[src/rtl/acc_exec_unit_if.sv]
`default_nettype none
// ============================================================================
// Module      : acc_exec_unit_if
// Description : Decoder-to-execute handshake bundle. The decoder side
//               presents a decoded instruction; the execute side returns
//               ready, the accumulator, the flags and a retire pulse.
// Revision    : 1.0 - initial release
// ============================================================================
interface acc_exec_unit_if #(
  parameter int DW = 8
);
  logic          op_valid;
  logic          op_ready;
  logic [2:0]    opcode;
  logic [2:0]    arg;
  logic [DW-1:0] acc;
  logic          flag_z;
  logic          flag_c;
  logic          done;

  // Decoder side
  modport master (
    output op_valid, opcode, arg,
    input  op_ready, acc, flag_z, flag_c, done
  );

  // Execute side
  modport slave (
    input  op_valid, opcode, arg,
    output op_ready, acc, flag_z, flag_c, done
  );
endinterface
`default_nettype wire

[src/rtl/acc_exec_unit.sv]
`default_nettype none
// ============================================================================
// Module      : acc_exec_unit
// Description : Accumulator execute stage. Holds the accumulator, a small
//               register file and Z/C flags. Single-cycle ALU ops plus an
//               iterative shift-add multiply that stalls upstream via
//               op_ready while it runs.
// Revision    : 1.0 - initial release
// ============================================================================
module acc_exec_unit #(
  parameter int DW   = 8,
  parameter int NREG = 4
) (
  input  logic           clk,
  input  logic           nReset,
  acc_exec_unit_if.slave bus
);

  localparam int IW = (NREG > 1) ? $clog2(NREG) : 1;
  localparam int CW = $clog2(DW + 1);

  localparam logic [2:0] OP_NOP = 3'b000;
  localparam logic [2:0] OP_LDI = 3'b001;
  localparam logic [2:0] OP_ADD = 3'b010;
  localparam logic [2:0] OP_SUB = 3'b011;
  localparam logic [2:0] OP_ST  = 3'b100;
  localparam logic [2:0] OP_AND = 3'b101;
  localparam logic [2:0] OP_SHL = 3'b110;
  localparam logic [2:0] OP_MUL = 3'b111;

  localparam logic [0:0] S_IDLE    = 1'b0;
  localparam logic [0:0] S_MUL_RUN = 1'b1;

  // FSM
  logic [0:0]      state_q, state_d;
  logic            ready;
  logic            accept;
  logic            mul_last;

  // Architectural state
  logic [DW-1:0]   acc_q, acc_d;
  logic            z_q, z_d;
  logic            c_q, c_d;
  logic            done_q, done_d;
  logic [DW-1:0]   regs_q [NREG];
  logic            st_en;
  logic [IW-1:0]   idx;
  logic [DW-1:0]   reg_r;

  // Multiplier working state
  logic [2*DW-1:0] mcand_q, mcand_d;
  logic [2*DW-1:0] prod_q, prod_d;
  logic [2*DW-1:0] prod_step;
  logic [DW-1:0]   mplier_q, mplier_d;
  logic [CW-1:0]   cnt_q, cnt_d;

  // ALU intermediates (one extra bit carries C out)
  logic [DW:0]     sum;
  logic [DW:0]     diff;
  logic [DW:0]     shl_ext;
  logic [DW-1:0]   and_res;

  // Only the low index bits of arg select a register
  assign idx      = bus.arg[IW-1:0];
  assign reg_r    = regs_q[idx];
  assign accept   = bus.op_valid && ready;
  assign mul_last = (cnt_q == CW'(DW - 1));

  // State register
  always_ff @(posedge clk or negedge nReset) begin
    if (!nReset) begin
      state_q <= S_IDLE;
    end else begin
      state_q <= state_d;
    end
  end

  // Next-state: enter MUL_RUN on an accepted MUL, leave after DW iterations
  always_comb begin
    state_d = state_q;
    case (state_q)
      S_IDLE:    if (accept && (bus.opcode == OP_MUL)) state_d = S_MUL_RUN;
      S_MUL_RUN: if (mul_last) state_d = S_IDLE;
      default:   state_d = S_IDLE;
    endcase
  end

  // FSM outputs: ready is purely a function of state
  always_comb begin
    ready = (state_q == S_IDLE);
  end

  // Datapath next-state: single-cycle ALU ops, multiply setup and iteration
  always_comb begin
    acc_d    = acc_q;
    z_d      = z_q;
    c_d      = c_q;
    done_d   = 1'b0;
    st_en    = 1'b0;
    mcand_d  = mcand_q;
    mplier_d = mplier_q;
    prod_d   = prod_q;
    cnt_d    = cnt_q;

    sum       = {1'b0, acc_q} + {1'b0, reg_r};
    diff      = {1'b0, acc_q} - {1'b0, reg_r};
    // Bit DW of the widened shift is exactly the last bit shifted out,
    // and zero when arg is 0 or exceeds DW
    shl_ext   = {1'b0, acc_q} << bus.arg;
    and_res   = acc_q & reg_r;
    prod_step = prod_q + (mplier_q[0] ? mcand_q : {(2*DW){1'b0}});

    if (accept) begin
      case (bus.opcode)
        OP_NOP: begin
          done_d = 1'b1;
        end
        OP_LDI: begin
          acc_d  = DW'(bus.arg);
          z_d    = (bus.arg == 3'd0);
          done_d = 1'b1;
        end
        OP_ADD: begin
          acc_d  = sum[DW-1:0];
          c_d    = sum[DW];
          z_d    = (sum[DW-1:0] == '0);
          done_d = 1'b1;
        end
        OP_SUB: begin
          acc_d  = diff[DW-1:0];
          c_d    = diff[DW];
          z_d    = (diff[DW-1:0] == '0);
          done_d = 1'b1;
        end
        OP_ST: begin
          st_en  = 1'b1;
          done_d = 1'b1;
        end
        OP_AND: begin
          acc_d  = and_res;
          c_d    = 1'b0;
          z_d    = (and_res == '0);
          done_d = 1'b1;
        end
        OP_SHL: begin
          acc_d  = shl_ext[DW-1:0];
          c_d    = shl_ext[DW];
          z_d    = (shl_ext[DW-1:0] == '0);
          done_d = 1'b1;
        end
        OP_MUL: begin
          mcand_d  = {{DW{1'b0}}, acc_q};
          mplier_d = reg_r;
          prod_d   = '0;
          cnt_d    = '0;
        end
        default: begin
          done_d = 1'b1;
        end
      endcase
    end else if (state_q == S_MUL_RUN) begin
      prod_d   = prod_step;
      mcand_d  = mcand_q << 1;
      mplier_d = mplier_q >> 1;
      cnt_d    = cnt_q + CW'(1);
      if (mul_last) begin
        acc_d  = prod_step[DW-1:0];
        c_d    = |prod_step[2*DW-1:DW];
        z_d    = (prod_step[DW-1:0] == '0);
        done_d = 1'b1;
      end
    end
  end

  // Datapath registers; reset mid-multiply discards all work in progress
  always_ff @(posedge clk or negedge nReset) begin
    if (!nReset) begin
      acc_q    <= '0;
      z_q      <= 1'b0;
      c_q      <= 1'b0;
      done_q   <= 1'b0;
      mcand_q  <= '0;
      mplier_q <= '0;
      prod_q   <= '0;
      cnt_q    <= '0;
    end else begin
      acc_q    <= acc_d;
      z_q      <= z_d;
      c_q      <= c_d;
      done_q   <= done_d;
      mcand_q  <= mcand_d;
      mplier_q <= mplier_d;
      prod_q   <= prod_d;
      cnt_q    <= cnt_d;
    end
  end

  // Register file: written only by ST, read combinationally by the ALU
  always_ff @(posedge clk or negedge nReset) begin
    if (!nReset) begin
      for (int i = 0; i < NREG; i++) begin
        regs_q[i] <= '0;
      end
    end else if (st_en) begin
      regs_q[idx] <= acc_q;
    end
  end

  assign bus.op_ready = ready;
  assign bus.acc      = acc_q;
  assign bus.flag_z   = z_q;
  assign bus.flag_c   = c_q;
  assign bus.done     = done_q;

endmodule
`default_nettype wire

[src/flat_wrapper.sv]
// flat-port wrapper written by rule: the top's interface ports become plain ports
module acc_exec_unit_flat 
#(
  parameter int DW   = 8,
  parameter int NREG = 4
)
  (clk, nReset, bus_op_valid, bus_opcode, bus_arg, bus_op_ready, bus_acc, bus_flag_z, bus_flag_c, bus_done);
  acc_exec_unit_if #(.DW(DW)) bus_i ();
  input  logic clk;
  input  logic nReset;
  input wire logic [$bits(bus_i.op_valid)-1:0] bus_op_valid;
  input wire logic [$bits(bus_i.opcode)-1:0] bus_opcode;
  input wire logic [$bits(bus_i.arg)-1:0] bus_arg;
  output wire logic [$bits(bus_i.op_ready)-1:0] bus_op_ready;
  output wire logic [$bits(bus_i.acc)-1:0] bus_acc;
  output wire logic [$bits(bus_i.flag_z)-1:0] bus_flag_z;
  output wire logic [$bits(bus_i.flag_c)-1:0] bus_flag_c;
  output wire logic [$bits(bus_i.done)-1:0] bus_done;
  assign bus_i.op_valid = bus_op_valid;
  assign bus_i.opcode = bus_opcode;
  assign bus_i.arg = bus_arg;
  assign bus_op_ready = bus_i.op_ready;
  assign bus_acc = bus_i.acc;
  assign bus_flag_z = bus_i.flag_z;
  assign bus_flag_c = bus_i.flag_c;
  assign bus_done = bus_i.done;
  acc_exec_unit #(.DW(DW), .NREG(NREG)) u_core (.clk(clk), .nReset(nReset), .bus(bus_i));
endmodule
[config.mk]
export PLATFORM = sky130hd
export DESIGN_NAME = acc_exec_unit_flat
export DESIGN_NICKNAME = d
export VERILOG_FILES = /design/src/rtl/acc_exec_unit_if.sv /design/src/rtl/acc_exec_unit.sv /design/src/flat_wrapper.sv
export SDC_FILE = /design/constraint.sdc
export NUM_CORES = 1
export LEC_CHECK = 0
export CAP_MARGIN = 15
export CORE_AREA = 8 8 124 126
export DETAILED_ROUTE_END_ITERATION = 16
export DIE_AREA = 0 0 132 134
export PLACE_DENSITY = 0.6
export SYNTH_ARGS = -nofsm -noshare
export SYNTH_HDL_FRONTEND = slang
export SYNTH_SLANG_ARGS = --single-unit
[constraint.sdc]
create_clock -name clk -period 3.7 [get_ports clk]
set_clock_uncertainty 0.2 [all_clocks]
set_input_delay 1.11 -clock clk [delete_from_list [all_inputs] [get_ports clk]]
set_output_delay 1.11 -clock clk [all_outputs]
set_load 0.01 [all_outputs]
==> impl_metrics.csv, run 1 <==
group,metric,value,unit
cts,clk_latency,340,ps
global_routing,use_met1,0.250,
setup_path,cpPeakStageDelay,540,ps
global_routing,overflow,0,
global_routing,grt_max_degree,48,
floorplan,core,13500,um^2
global_routing,busiest_layer,"met2",
routing,vias,4949,
cts,clock_sinks,88,
yosys,syn-cell-area,5880,um^2
min_path,whs_path_depth,2,
cts,cts_buffer_depth,2,
layout,nets,745,
global_routing,use_met2,0.280,
routing,post-route-drc-count,0,
setup_path,cp-start-kind,"primary input",
floorplan,initial_utilization,0.435,
pwr,p_seq_frac,0.306,
setup_path,path_max_fanout,4,
pwr,powerDensity,742,nW/um^2
layout,area_delta_synth_final,21.5,%
sta,hold_violations,0,
sta,worst_slew_pin_slew,586,ps
cts,cts_buffers,9,
setup_path,cp.arrival,3590,ps
routing,avgViaCountPerCell,5.60,
pwr,max-vdd-ir-drop,298,uV
pwr,clkPwrFrac,0.179,
place,post-place-cells,859,
setup_path,r2r_cells,12,
routing,drt-pass1-iter-count,5,
layout,final_common_cell,"dfrtp_1",
setup_path,crit_required,3700,ps
cts,clk_pin_slew,70,ps
layout,diodes,0,
routing,wl,15700,um
routing,ant_nets,0,
setup_path,critPathKind,"primary input to flip-flop",
global_routing,antenna_found_initial,0,
status,status,"finished, final reports clean",
global_routing,grt_pass1_wl,26200,um
place,place_congestion,0.920,
setup_path,cp_cell_sequence,"buf_8, mux4_2, ha_2, inv_2, fa_2, a21o_1, a21oi_2, o21bai_1, a21o_1, a2111oi_4, or3_4, o31ai_4, a31oi_1",
global_routing,track_usage,0.183,
sta,drv_slew,0,
cts,cts_max_level,3,
floorplan,die_x,132,um
layout,layout_common_cells,"dfrtp_1, nand2_1, buf_4",
floorplan,dieArea,17700,um^2
yosys,synth-main-ff-cell,"dfrtp_1",
place,port_buffers,20,
setup_path,crit_top_cell,"a21o_1",
routing,detail_route.iter0.violations,394,
pwr,p_sw,2.17,mW
floorplan,num_rows,43,
yosys,ys.warnings.count,0,
pwr,p_int,3.14,mW
yosys,synth_cell_type_count,59,
yosys,synth-seq-cells,88,
pwr,power_frac_comb,0.515,
cts,clockRootBuffer,"clkbuf_16",
floorplan,ios,21,
pwr,leakagePower,3.24,nW
sta,hold_slack,286,ps
setup_path,cp-end-kind,"flip-flop",
sta,slew_headroom,0.609,
floorplan,dieHeight,134,um
yosys,netlist_instances,631,
global_routing,grt_pass1_vias,4972,
yosys,syn-num-nets,677,
sta,finalCritPeriodShare,0.970,
setup_path,cp_slowest_cell,"mux4_2",
pwr,switching_share,0.409,
layout,drive_above_1_share,0.217,
routing,wire_per_inst,17.7,um
min_path,hp-class,"flip-flop to flip-flop",
yosys,syn_area_per_cell,9.32,um^2
layout,fin_cells,884,
sta,fin_crit,3590,ps
job,maxCapViolCount,0,
sta,fmax,279,MHz
yosys,synth-edff-count,0,
place,dp_hpwl,11600,um
place,placed_area,6690,um^2
layout,stdcell_area,7140,um^2
sta,finalSetupViolCount,0,
yosys,async_flop_share,1.00,
yosys,seq_area_frac_synth,0.375,
global_routing,met3_usage,0.0445,
cts,cts_tree,"yes",
sequential cells by signal (all words and copies together) (netlist names):
register           count
u_core.bus.done        1
u_core.bus.acc         8
u_core.state_q         1
u_core.bus.flag_c      1
u_core.mplier_q        8
u_core.cnt_q           4
u_core.regs_q         32
u_core.bus.flag_z      1
u_core.prod_q         16
u_core.mcand_q        16
per-stage QoR:
| stage | utilization | setup TNS [ps] | total power [mW] | setup slack, ps |
|---|---|---|---|---|
| 3_5_place_dp | 0.496 | -5710 | 4.15 | -832 |
| 2_1_floorplan | - | -928 | 3.15 | -263 |
| 5_1_grt | 0.529 | -19.9 | 5.70 | -19.9 |
| 6_report | 0.529 | 0 | 5.30 | 112 |
| 4_1_cts | 0.526 | 0 | 5.23 | 55.0 |
| 3_3_place_gp | 0.496 | -5310 | 4.10 | -716 |
path summary, 6_finish.rpt:
path                                       to          startpoint  slack (ps)
setup / recovery            u_core.bus.flag_c          bus_arg[0]         110
hold / removal             u_core.mplier_q[4]  u_core.mplier_q[4]         290
setup reg to reg            u_core.bus.flag_c   u_core.mcand_q[0]         250
hold reg to reg            u_core.mplier_q[4]  u_core.mplier_q[4]         290
max in group asynchronous    u_core.regs_q[9]              nReset        2080
min in group asynchronous    u_core.prod_q[8]              nReset         560
critical path: cells and delay by family:
family                   cells  cell delay (ps)
AO/OA/AOI/OAI                7              960
multiplexers                 1              540
adder cells (fa/ha/maj)      2              420
AND/OR/NAND/NOR              1              390
buffers and inverters        2              160
layer usage:
metal | wire [um] | up-vias | share of wire
li1 | - | 2396 | -
met1 | 7450 | 2409 | 0.47
met2 | 7100 | 125 | 0.45
met3 | 884 | 19 | 0.056
met4 | 255 | 0 | 0.016
met5 | 0 | - | 0
power by group through the flow:
| stage | Combinational, mW | Clock, mW | Sequential (mW) |
|---|---|---|---|
| 6_report | 2.73 | 0.948 | 1.62 |
| 5_1_grt | 3.03 | 1.00 | 1.67 |
| 4_1_cts | 2.64 | 0.972 | 1.62 |
| 3_5_place_dp | 2.52 | 0 | 1.63 |
| 3_3_place_gp | 2.48 | 0 | 1.62 |
| 2_1_floorplan | 1.64 | 0 | 1.51 |
cell usage after synthesis (all sizes together) (3+ instances only):
cell,instances,area [um^2]
a211oi,3,22.5
a21o,8,60.1
a21oi,36,184
a22o,6,52.6
a22oi,3,22.5
a31oi,4,25.0
and2,18,113
buf,7,30.0
clkbuf,27,101
dfrtp,88,2200
fa,3,60.1
ha,34,425
inv,26,97.6
mux2,31,349
mux2i,19,190
mux4,10,225
nand2,86,323
nand2b,7,43.8
nand3,15,75.1
nand3b,4,30.0
nor2,34,128
nor2b,6,37.5
nor3,9,45.0
nor4,8,56.3
o211ai,11,82.6
o21a,3,22.5
o21ai,63,315
o21bai,3,22.5
or3,3,18.8
xnor2,18,158
xor2,9,78.8
layout make-up:
type                       count  area, um^2
fill                        1237        6360
multi-input combinational    483        3540
sequential                    88        2200
timing repair buffer          91         772
clock buffer                  10         239
tap                          180         225
inverter                      26        97.6
clock inverter                 6        67.6
repair_timing:
| action | 4_1_cts | 5_1_grt |
|---|---|---|
| pin swaps | 13 | 10 |
| endpoints found under the hold margin | 0 | 0 |
| endpoints found under the setup margin | 9 | 4 |
| hold buffers | 0 | 0 |
| gates resized for setup | 17 | 9 |
| setup buffers | 8 | 2 |
cells by family (layout without fill, tap and decap cells):
group           Yosys count  after routing  share of synthesized area
xor+xnor                 27             27                     0.0402
buf+inv                  60            133                     0.0390
compound gates          159            159                      0.170
fa+ha+maj                37             37                     0.0826
mux                      60             60                      0.130
flops                    88             88                      0.375
simple gates            200            200                      0.163
(Power assumes the default switching activity.)
==> run 2: changes to the inputs <==
--- a/config.mk
+++ b/config.mk
@@ -7,9 +7,9 @@
 export LEC_CHECK = 0
 export CAP_MARGIN = 15
 export CORE_AREA = 8 8 124 126
+export CTS_BUF_LIST = sky130_fd_sc_hd__clkbuf_4
 export DETAILED_ROUTE_END_ITERATION = 16
 export DIE_AREA = 0 0 132 134
-export PLACE_DENSITY = 0.6
 export SYNTH_ARGS = -nofsm -noshare
 export SYNTH_HDL_FRONTEND = slang
 export SYNTH_SLANG_ARGS = --single-unit
==> run 2 against run 1 <==
  * Register-to-register slack worse by 30 ps
  * First-iteration DRC count down 4.3%
  * Final area down 2.6%
  * Sequential power about the same
  * Sequential cell count unchanged
  * Critical path type unchanged
  * Largest cell class unchanged
  * Largest power group unchanged
==> impl_metrics.csv, run 2 (synthesis gave the netlist of run 1 again) <==
group,metric,value,unit
status,status,"finished, final reports clean",
place,dp_hpwl,11600,um
setup_path,crit_required,3840,ps
floorplan,ios,21,
sta,hold_violations,0,
layout,final_common_cell,"dfrtp_1",
floorplan,dieArea,17700,um^2
floorplan,core,13500,um^2
sta,rsz0062_at_grt,"no",
min_path,holdCritStartpoint,"u_core.mplier_q[4]",
sta,slew_headroom,0.620,
global_routing,grt_pass1_wl,26100,um
layout,top_regs,"u_core.regs_q: 32 flops, u_core.mcand_q: 16 flops, u_core.prod_q: 16 flops",
cts,clk_latency,460,ps
setup_path,cp_cell_sequence,"clkbuf_2, buf_6, mux4_2, ha_2, inv_2, fa_2, a21o_1, a21oi_2, o21bai_1, a21o_1, a2111oi_4, or3_4, o31ai_4, a31oi_1",
sta,fmax,284,MHz
routing,dr.max_layer_used,"met4",
setup_path,cp-end-kind,"flip-flop",
floorplan,initial_utilization,0.435,
routing,met1_length,7540,um
cts,cts_tree,"yes",
setup_path,critPathKind,"primary input to flip-flop",
sta,worst_slew_pin_slew,570,ps
cts,cts_buffers,9,
setup_path,cp.arrival,3650,ps
global_routing,grt_pass1_vias,4970,
setup_path,cp-start-kind,"primary input",
layout,ff_latch_area,2200,um^2
routing,vias,4975,
pwr,power_frac_comb,0.552,
cts,cts_hold_buf,0,
min_path,hp-class,"flip-flop to flip-flop",
layout,largest_register,"u_core.regs_q",
layout,area_delta_synth_final,18.4,%
floorplan,num_rows,43,
setup_path,cpPeakStageDelay,550,ps
min_path,hold_end,"u_core.mplier_q[4]",
cts,clock_sinks,88,
sta,drv_slew,0,
routing,wire_per_inst,17.8,um
layout,num-fill-cells,1269,
routing,avgViaCountPerCell,5.63,
layout,drive_above_1_share,0.211,
place,place_ws,-832,ps
pwr,p_int,2.76,mW
routing,drt-pass1-iter-count,5,
setup_path,ff2ff_setup_slack,220,ps
routing,wl_met3,841,um
floorplan,dieHeight,134,um
routing,wl,15700,um
pwr,clkPwrFrac,0.118,
pwr,powerDensity,702,nW/um^2
pwr,max-vdd-ir-drop,237,uV
setup_path,crit_top_cell,"a21o_1",
cts,cts_max_level,3,
layout,layout_common_cells,"dfrtp_1, nand2_1, buf_4",
global_routing,grt_max_degree,48,
setup_path,r2r_cells,12,
sta,final.setup.worst_slack,184,ps
global_routing,track_usage,0.182,
routing,ant_nets,0,
pwr,p_seq_frac,0.331,
layout,multiInputGateArea,3530,um^2
floorplan,die_x,132,um
cts,clockRootBuffer,"clkbuf_4",
pwr,leakagePower,3.15,nW
routing,detail_route.iter0.violations,377,
pwr,p_sw,2.12,mW
cts,clk_pin_slew,150,ps
job,maxCapViolCount,0,
cts,cts_buffer_depth,2,
pwr,switching_share,0.434,
setup_path,r2r-start,"u_core.mcand_q[0]",
sta,finalCritPeriodShare,0.950,
sta,fin_crit,3520,ps
layout,nets,744,
setup_path,r2r_end,"u_core.bus.flag_c",
layout,diodes,0,
global_routing,antenna_found_initial,0,
global_routing,overflow,0,
place,place_congestion,0.920,
place,port_buffers,20,
min_path,whs_path_depth,2,
layout,largest_register_ff_count,32,
routing,post-route-drc-count,0,
sta,finalSetupViolCount,0,
setup_path,cp_slowest_cell,"mux4_2",
setup_path,path_max_fanout,4,
routing,route.met2.wl,7060,um
sta,hold_slack,302,ps
==> run 2: layer usage <==
| metal | global-route usage | vias to the layer above |
|---|---|---|
| li1 | - | 2394 |
| met1 | 0.249 | 2426 |
| met2 | 0.282 | 136 |
| met3 | 0.0441 | 19 |
| met4 | 0.0504 | 0 |
| met5 | 0 | - |
==> run 2: worst max-delay path, delay by kind of cell <==
| family | cells | cell delay [ps] |
|---|---|---|
| AOI/OAI and AO/OA | 7 | 920 |
| adders and majority gates | 2 | 410 |
| buffers and inverters | 3 | 260 |
| muxes | 1 | 550 |
| and+or+nand+nor | 1 | 390 |
==> run 2: worst max-delay path by stage <==
stage,cells past startpoint,startpoint,slack [ps],end
after floorplan,15,bus_arg[0],-260,u_core.bus.flag_c
after global placement,13,bus_arg[0],-720,u_core.bus.acc[7]
after detailed placement,14,bus_arg[0],-830,u_core.bus.flag_c
after CTS,14,bus_arg[0],10,u_core.bus.flag_c
after global routing,14,bus_arg[0],70,u_core.bus.flag_c
final,14,bus_arg[0],180,u_core.bus.flag_c
==> run 2: area by class of cell <==
cell class	instances	area share
Clock buffer	9	0.00971
Clock inverter	7	0.0102
Inverter	26	0.0140
Multi-Input combinational cell	483	0.508
Sequential cell	88	0.316
Tap cell	180	0.0324
Timing Repair Buffer	90	0.110
==> run 2: power by group through the flow <==
| stage | registers (mW) | clock network [mW] | logic [mW] |
|---|---|---|---|
| floorplan | 1.51 | 0 | 1.64 |
| global placement | 1.62 | 0 | 2.48 |
| detailed placement | 1.63 | 0 | 2.52 |
| CTS | 1.61 | 0.588 | 2.63 |
| global route | 1.67 | 0.620 | 2.99 |
| finish | 1.62 | 0.575 | 2.70 |
==> run 2: what timing repair did <==
action,in CTS,in global routing
pin swaps,10,11
setup buffers,7,1
gates resized for setup,11,9
endpoints found under the setup margin,8,4
==> run 2: per-stage QoR <==
step | util | cells | power (mW) | cell area [um^2] | TNS, ps
floorplan | - | 631 | 3.15 | 5940 | -928
global route | 0.515 | 883 | 5.28 | 6960 | 0
finish | 0.515 | 883 | 4.89 | 6960 | 0
detailed placement | 0.496 | 859 | 4.15 | 6690 | -5710
CTS | 0.512 | 882 | 4.84 | 6920 | 0
global placement | 0.496 | 859 | 4.10 | 6690 | -5310
==> run 3: changes to the inputs <==
==> constraint.sdc (replaced) <==
create_clock -name clk -period 3.1 [get_ports clk]
set_clock_uncertainty 0.2 [all_clocks]
set_input_delay 0.93 -clock clk [delete_from_list [all_inputs] [get_ports clk]]
set_output_delay 0.93 -clock clk [all_outputs]
set_load 0.01 [all_outputs]
==> run 3 against run 2 <==
  * The flow now finishes with violations (setup timing)
  * Sequential share of layout area fell by 2.7 points
  * Setup slack got worse by 370 ps
  * Final area rose by 9.5%
  * First-iteration DRC count increased by 9.8%
  * Sequential cell count did not move
  * Worst hold slack worse by 100 ps
  * Sequential power grew 19%
  * Global-route usage up 0.98 points
  * Clock power up 2%
  * Critical path depth shrank 3
  * Final cell count is 6.0% higher
  * Critical endpoint unchanged
==> impl_metrics.csv, run 3 (synthesis gave the netlist of run 1 again) <==
group,metric,value,unit
status,status,"complete, but fails checks",
status,violations,"setup timing",
layout,final_common_cell,"buf_4",
global_routing,grt_pass1_wl,27400,um
floorplan,core,13500,um^2
global_routing,busiest_layer,"met2",
floorplan,initial_utilization,0.435,
sta,fmax,304,MHz
routing,drt-pass1-iter-count,4,
sta,fin_crit,3280,ps
global_routing,antenna_found_initial,0,
pwr,leakagePower,3.47,nW
place,dp_hpwl,12700,um
pwr,powerDensity,829,nW/um^2
cts,clock_sinks,88,
place,placed_area,7080,um^2
pwr,power.total,6.31,mW
cts,cts_tree,"yes",
setup_path,cp-end-kind,"flip-flop",
floorplan,ios,21,
place,port_buffers,20,
sta,drv_slew,0,
global_routing,track_usage,0.192,
routing,post-route-drc-count,0,
layout,num-fill-cells,1200,
global_routing,use_met1,0.235,
cts,clk_latency,490,ps
pwr,max-vdd-ir-drop,410,uV
floorplan,die_x,132,um
cts,clk_pin_slew,170,ps
global_routing,overflow,0,
sta,hold_violations,0,
global_routing,grt_pass1_vias,5420,
cts,cts_buffers,9,
sta,finalSetupViolCount,3,
setup_path,cp.arrival,3460,ps
routing,vias,5202,
floorplan,dieHeight,134,um
layout,drive_above_1_share,0.321,
routing,avgViaCountPerCell,5.56,
layout,diodes,0,
setup_path,crit_required,3280,ps
min_path,hp-class,"primary input to async pin",
job,maxCapViolCount,0,
sta,worst_slew_pin_slew,584,ps
global_routing,met3_usage,0.0393,
setup_path,path_max_fanout,3,
layout,utilization,0.564,
setup_path,cp-start-kind,"flip-flop",
sta,finalCritPeriodShare,1.06,
layout,largest_register_ff_count,32,
routing,ant_nets,0,
sta,rsz0062_at_grt,"yes",
routing,wl,17100,um
setup_path,critPathKind,"flip-flop to flip-flop",
routing,wire_per_inst,18.3,um
global_routing,use_met2,0.322,
sta,final.setup.worst_slack,-185,ps
layout,top_regs,"u_core.regs_q: 32 flops, u_core.mcand_q: 16 flops, u_core.prod_q: 16 flops",
cts,cts_buffer_depth,2,
floorplan,dieArea,17700,um^2
cts,clockRootBuffer,"clkbuf_4",
layout,nets,798,
place,place_congestion,0.938,
layout,stdcell_area,7620,um^2
global_routing,grt_max_degree,48,
routing,detail_route.iter0.violations,414,
layout,largest_register,"u_core.regs_q",
layout,layout_common_cells,"buf_4, dfrtp_1, nand2_1",
cts,cts_max_level,3,
sta,slew_headroom,0.611,
layout,area_delta_synth_final,29.6,%
floorplan,num_rows,43,
run 3: cell count changes in the layout (fill, tap and decap cells not counted), sizes merged:
cell	before	now
buf	71	126
clkinv	4	2
clkinvlp	1	3
bufinv	1	0
clkbuf	10	9
clkdlybuf4s15	0	1
dlygate4sd2	1	0
run 3: final cells by class:
type | count | area, um^2 | share of cell area
clock buffers | 9 | 67.6 | 0.00887
repair buffers | 144 | 1180 | 0.155
inverters | 26 | 97.6 | 0.0128
well taps | 180 | 225 | 0.0296
flip-flops and latches | 88 | 2200 | 0.289
clock inverters | 6 | 45.0 | 0.00591
multi-input cells | 483 | 3800 | 0.499
run 3: through the flow:
step / hold slack [ps] / TNS (ps) / setup slack, ps / std cells
floorplan: 245 / -4540 / -683 / 631
global placement: 263 / -9510 / -1080 / 911
detailed placement: 272 / -10010 / -1120 / 911
CTS: 205 / -327 / -306 / 931
global route: 226 / -509 / -259 / 936
finish: 201 / -242 / -185 / 936
run 3: worst paths after layout:
path / slack (ps) / cells after the start / end / startpoint
worst max-delay path: -180 / 11 / u_core.bus.flag_c / u_core.mplier_q[0]
worst min-delay path: 200 / 1 / u_core.prod_q[11] / nReset
worst max register to register: -180 / 11 / u_core.bus.flag_c / u_core.mplier_q[0]
worst min register to register: 300 / 2 / u_core.mplier_q[2] / u_core.mplier_q[2]
max in group asynchronous: 1790 / 2 / u_core.regs_q[24] / nReset
min in group clk: 300 / 2 / u_core.mplier_q[2] / u_core.mplier_q[2]
run 3: routing by layer:
metal | share of wire | up-vias | wire [um]
li1 | - | 2491 | -
met1 | 0.44 | 2556 | 7480
met2 | 0.49 | 124 | 8430
met3 | 0.046 | 31 | 788
met4 | 0.023 | 0 | 399
met5 | 0 | - | 0
run 3: report_power, final:
part / switching, mW / total [mW] / internal, mW / leakage [nW]
Sequential: 0.394 / 1.92 / 1.52 / 1.17
Combinational: 1.92 / 3.81 / 1.89 / 2.24
Clock: 0.422 / 0.584 / 0.162 / 0.0544
run 3: repair_timing:
item / 4_1_cts / 5_1_grt
pin swaps: 16 / 34
hold buffers: 0 / 0
endpoints found under the setup margin: 13 / 12
setup buffers: 5 / 5
resized for setup: 29 / 45
run 3: critical path, stage by stage, from the launching register on:
cell and delay (ps):
dfrtp_1 430, and2_4 160, ha_4 160, fa_2 420, a21oi_4 200, o2111ai_4 160
a221oi_4 370, o211a_1 210, a21oi_2 50, or4_4 500, nor4_4 190, a31oi_1 110
==> patch: new RTL, config.mk and constraints of run 1 <==
Make the reset (`nReset`) synchronous in 3 clocked blocks.
--- a/src/rtl/acc_exec_unit.sv
+++ b/src/rtl/acc_exec_unit.sv
@@ -69,3 +69,3 @@
   // State register
-  always_ff @(posedge clk or negedge nReset) begin
+  always_ff @(posedge clk) begin
     if (!nReset) begin
@@ -175,3 +175,3 @@
   // Datapath registers; reset mid-multiply discards all work in progress
-  always_ff @(posedge clk or negedge nReset) begin
+  always_ff @(posedge clk) begin
     if (!nReset) begin
@@ -198,3 +198,3 @@
   // Register file: written only by ST, read combinationally by the ALU
-  always_ff @(posedge clk or negedge nReset) begin
+  always_ff @(posedge clk) begin
     if (!nReset) begin
Function: differs if nReset is asserted again (counterexample within 4 cycles, from zero or initial values and one cycle with nReset low); with nReset held inactive, the same outputs for 4 cycles.
==> patch against run 1 <==
Wire length is 14% higher. Fmax is 0.66% higher. Worst setup slack improved by 0.024 ns. Final area is 3.0% higher. Critical endpoint is now u_core.bus.flag_z. Final cell count grew 8.1%. Count of clock-buffer cells in the layout unchanged. Worst hold slack got worse by 0.0082 ns. Sequential cell count stayed put. Area after synthesis up 1.8%.
Power is not compared: it rests on default switching activity, and its combinational part moved more than twofold at a synthesized area within 25%.
==> patch: results (changes against run 1) <==
| Metric | Value |
|---|---|
| HP Start | `u_core.mplier_q[1]` |
| Post-CTS resize count | `16 (-1)` |
| Synth area leaders | `dfxtp_1, edfxtp_1, ha_1` |
| Vias per Instance | `5.76 (+3.0%)` |
| Synth Cell Area | `0.00598 mm^2 (+1.8%)` |
| Top post-synthesis cells by count | `nor2_1, nand2_1, a21oi_1` |
| Seq/Total Area, Yosys | `34.8% (-2.7 points)` |
| Min-Delay Endpoint | `u_core.mplier_q[0]` |
| Number of synthesized flops with an enable pin | `32 (+32)` |
| Multi-Input Combinational | `536 (+11%)` |
| Initial DRC Count | `413 (+4.8%)` |
| Metal3 WL | `856 um (-3.2%)` |
| Global routing usage on met2 | `31.7% (+3.7 points)` |
| Hold slack | `0.278 ns (-0.00823 ns)` |
| Met1 Usage GRT | `27.3% (+2.3 points)` |
| Synth Area in Compound Gates | `20.9% (+3.9 points)` |
| Area after DPL | `0.00689 mm^2 (+2.9%)` |
| Inverters | `32 (+23%)` |
| Met3 Usage GRT | `3.52% (-0.93 points)` |
| First-pass GRT wire length | `28.5 mm (+8.7%)` |
| Reg2reg setup slack | `0.17 ns (-0.08 ns)` |
| Cells after Synth | `701 (+11%)` |
| Fraction of area in non-clock buffers | `11.7% (+0.93 points)` |
| Cell total after placement | `933 (+8.6%)` |
| Vias in the first global route | `5345 (+7.5%)` |
| Status | `finished clean` |
| Met1 wire length | `8.61 mm (+16%)` |
| Unique masters post-synth | `79 (+34%)` |
| Post-CTS setup buffers | `4 (-4)` |
| Vias | `5511 (+11%)` |
| Largest net degree at the start of global routing | `34 (-29%)` |
| Filler cells | `1295 (+4.7%)` |
| Post-synthesis mux area share | `6.17% (-6.8 points)` |
| Post-synthesis async set-or-reset flop share | `0% (-100 points)` |
| Synth Area in XOR/XNOR | `3.49% (-0.53 points)` |
| Critical R2R Launch | `u_core.mplier_q[0]` |
| Share of cells above drive strength 1 | `20.6% (-1.1 points)` |
| Gr usage total | `20.2% (+2.0 points)` |
| RePlAce Congestion | `0.917 (-0.39%)` |
| Final net count | `818 (+9.8%)` |
| WL met2 | `8.07 mm (+14%)` |
| Reg-to-Reg End | `u_core.bus.flag_c` |
| Critical path destination | `u_core.bus.flag_z` |
| Multi-input combinational area share | `51.2% (+1.7 points)` |
-- patch: changes by cell type after synthesis, sizes merged, moves of 14 or more --
| cell | delta |
|---|---|
| dfrtp | -88 |
| nor2 | +61 |
| dfxtp | +56 |
| edfxtp | +32 |
| o21ai | -31 |
| mux2 | -28 |
| nor3b | +23 |
| a21oi | +22 |
| a311oi | +14 |
-- patch: cells by family after synthesis --
| logic type | Yosys count |
|---|---|
| xor+xnor | 23 |
| compound gates | 184 |
| mux | 24 |
| simple gates | 268 |
| fa+ha+maj | 37 |
| flops | 88 |
| buf+inv | 77 |
-- patch: stage by stage --
| stage | power, mW | setup TNS (ns) | worst slack, ns |
|---|---|---|---|
| 3_5_place_dp | 1.59 | -6.37 | -0.980 |
| 2_1_floorplan | 1.38 | -1.42 | -0.363 |
| 6_report | 2.54 | 0 | 0.135 |
| 4_1_cts | 2.53 | 0 | 0.0210 |
| 3_3_place_gp | 1.59 | -6.29 | -0.963 |
| 5_1_grt | 2.63 | -0.0372 | -0.0144 |
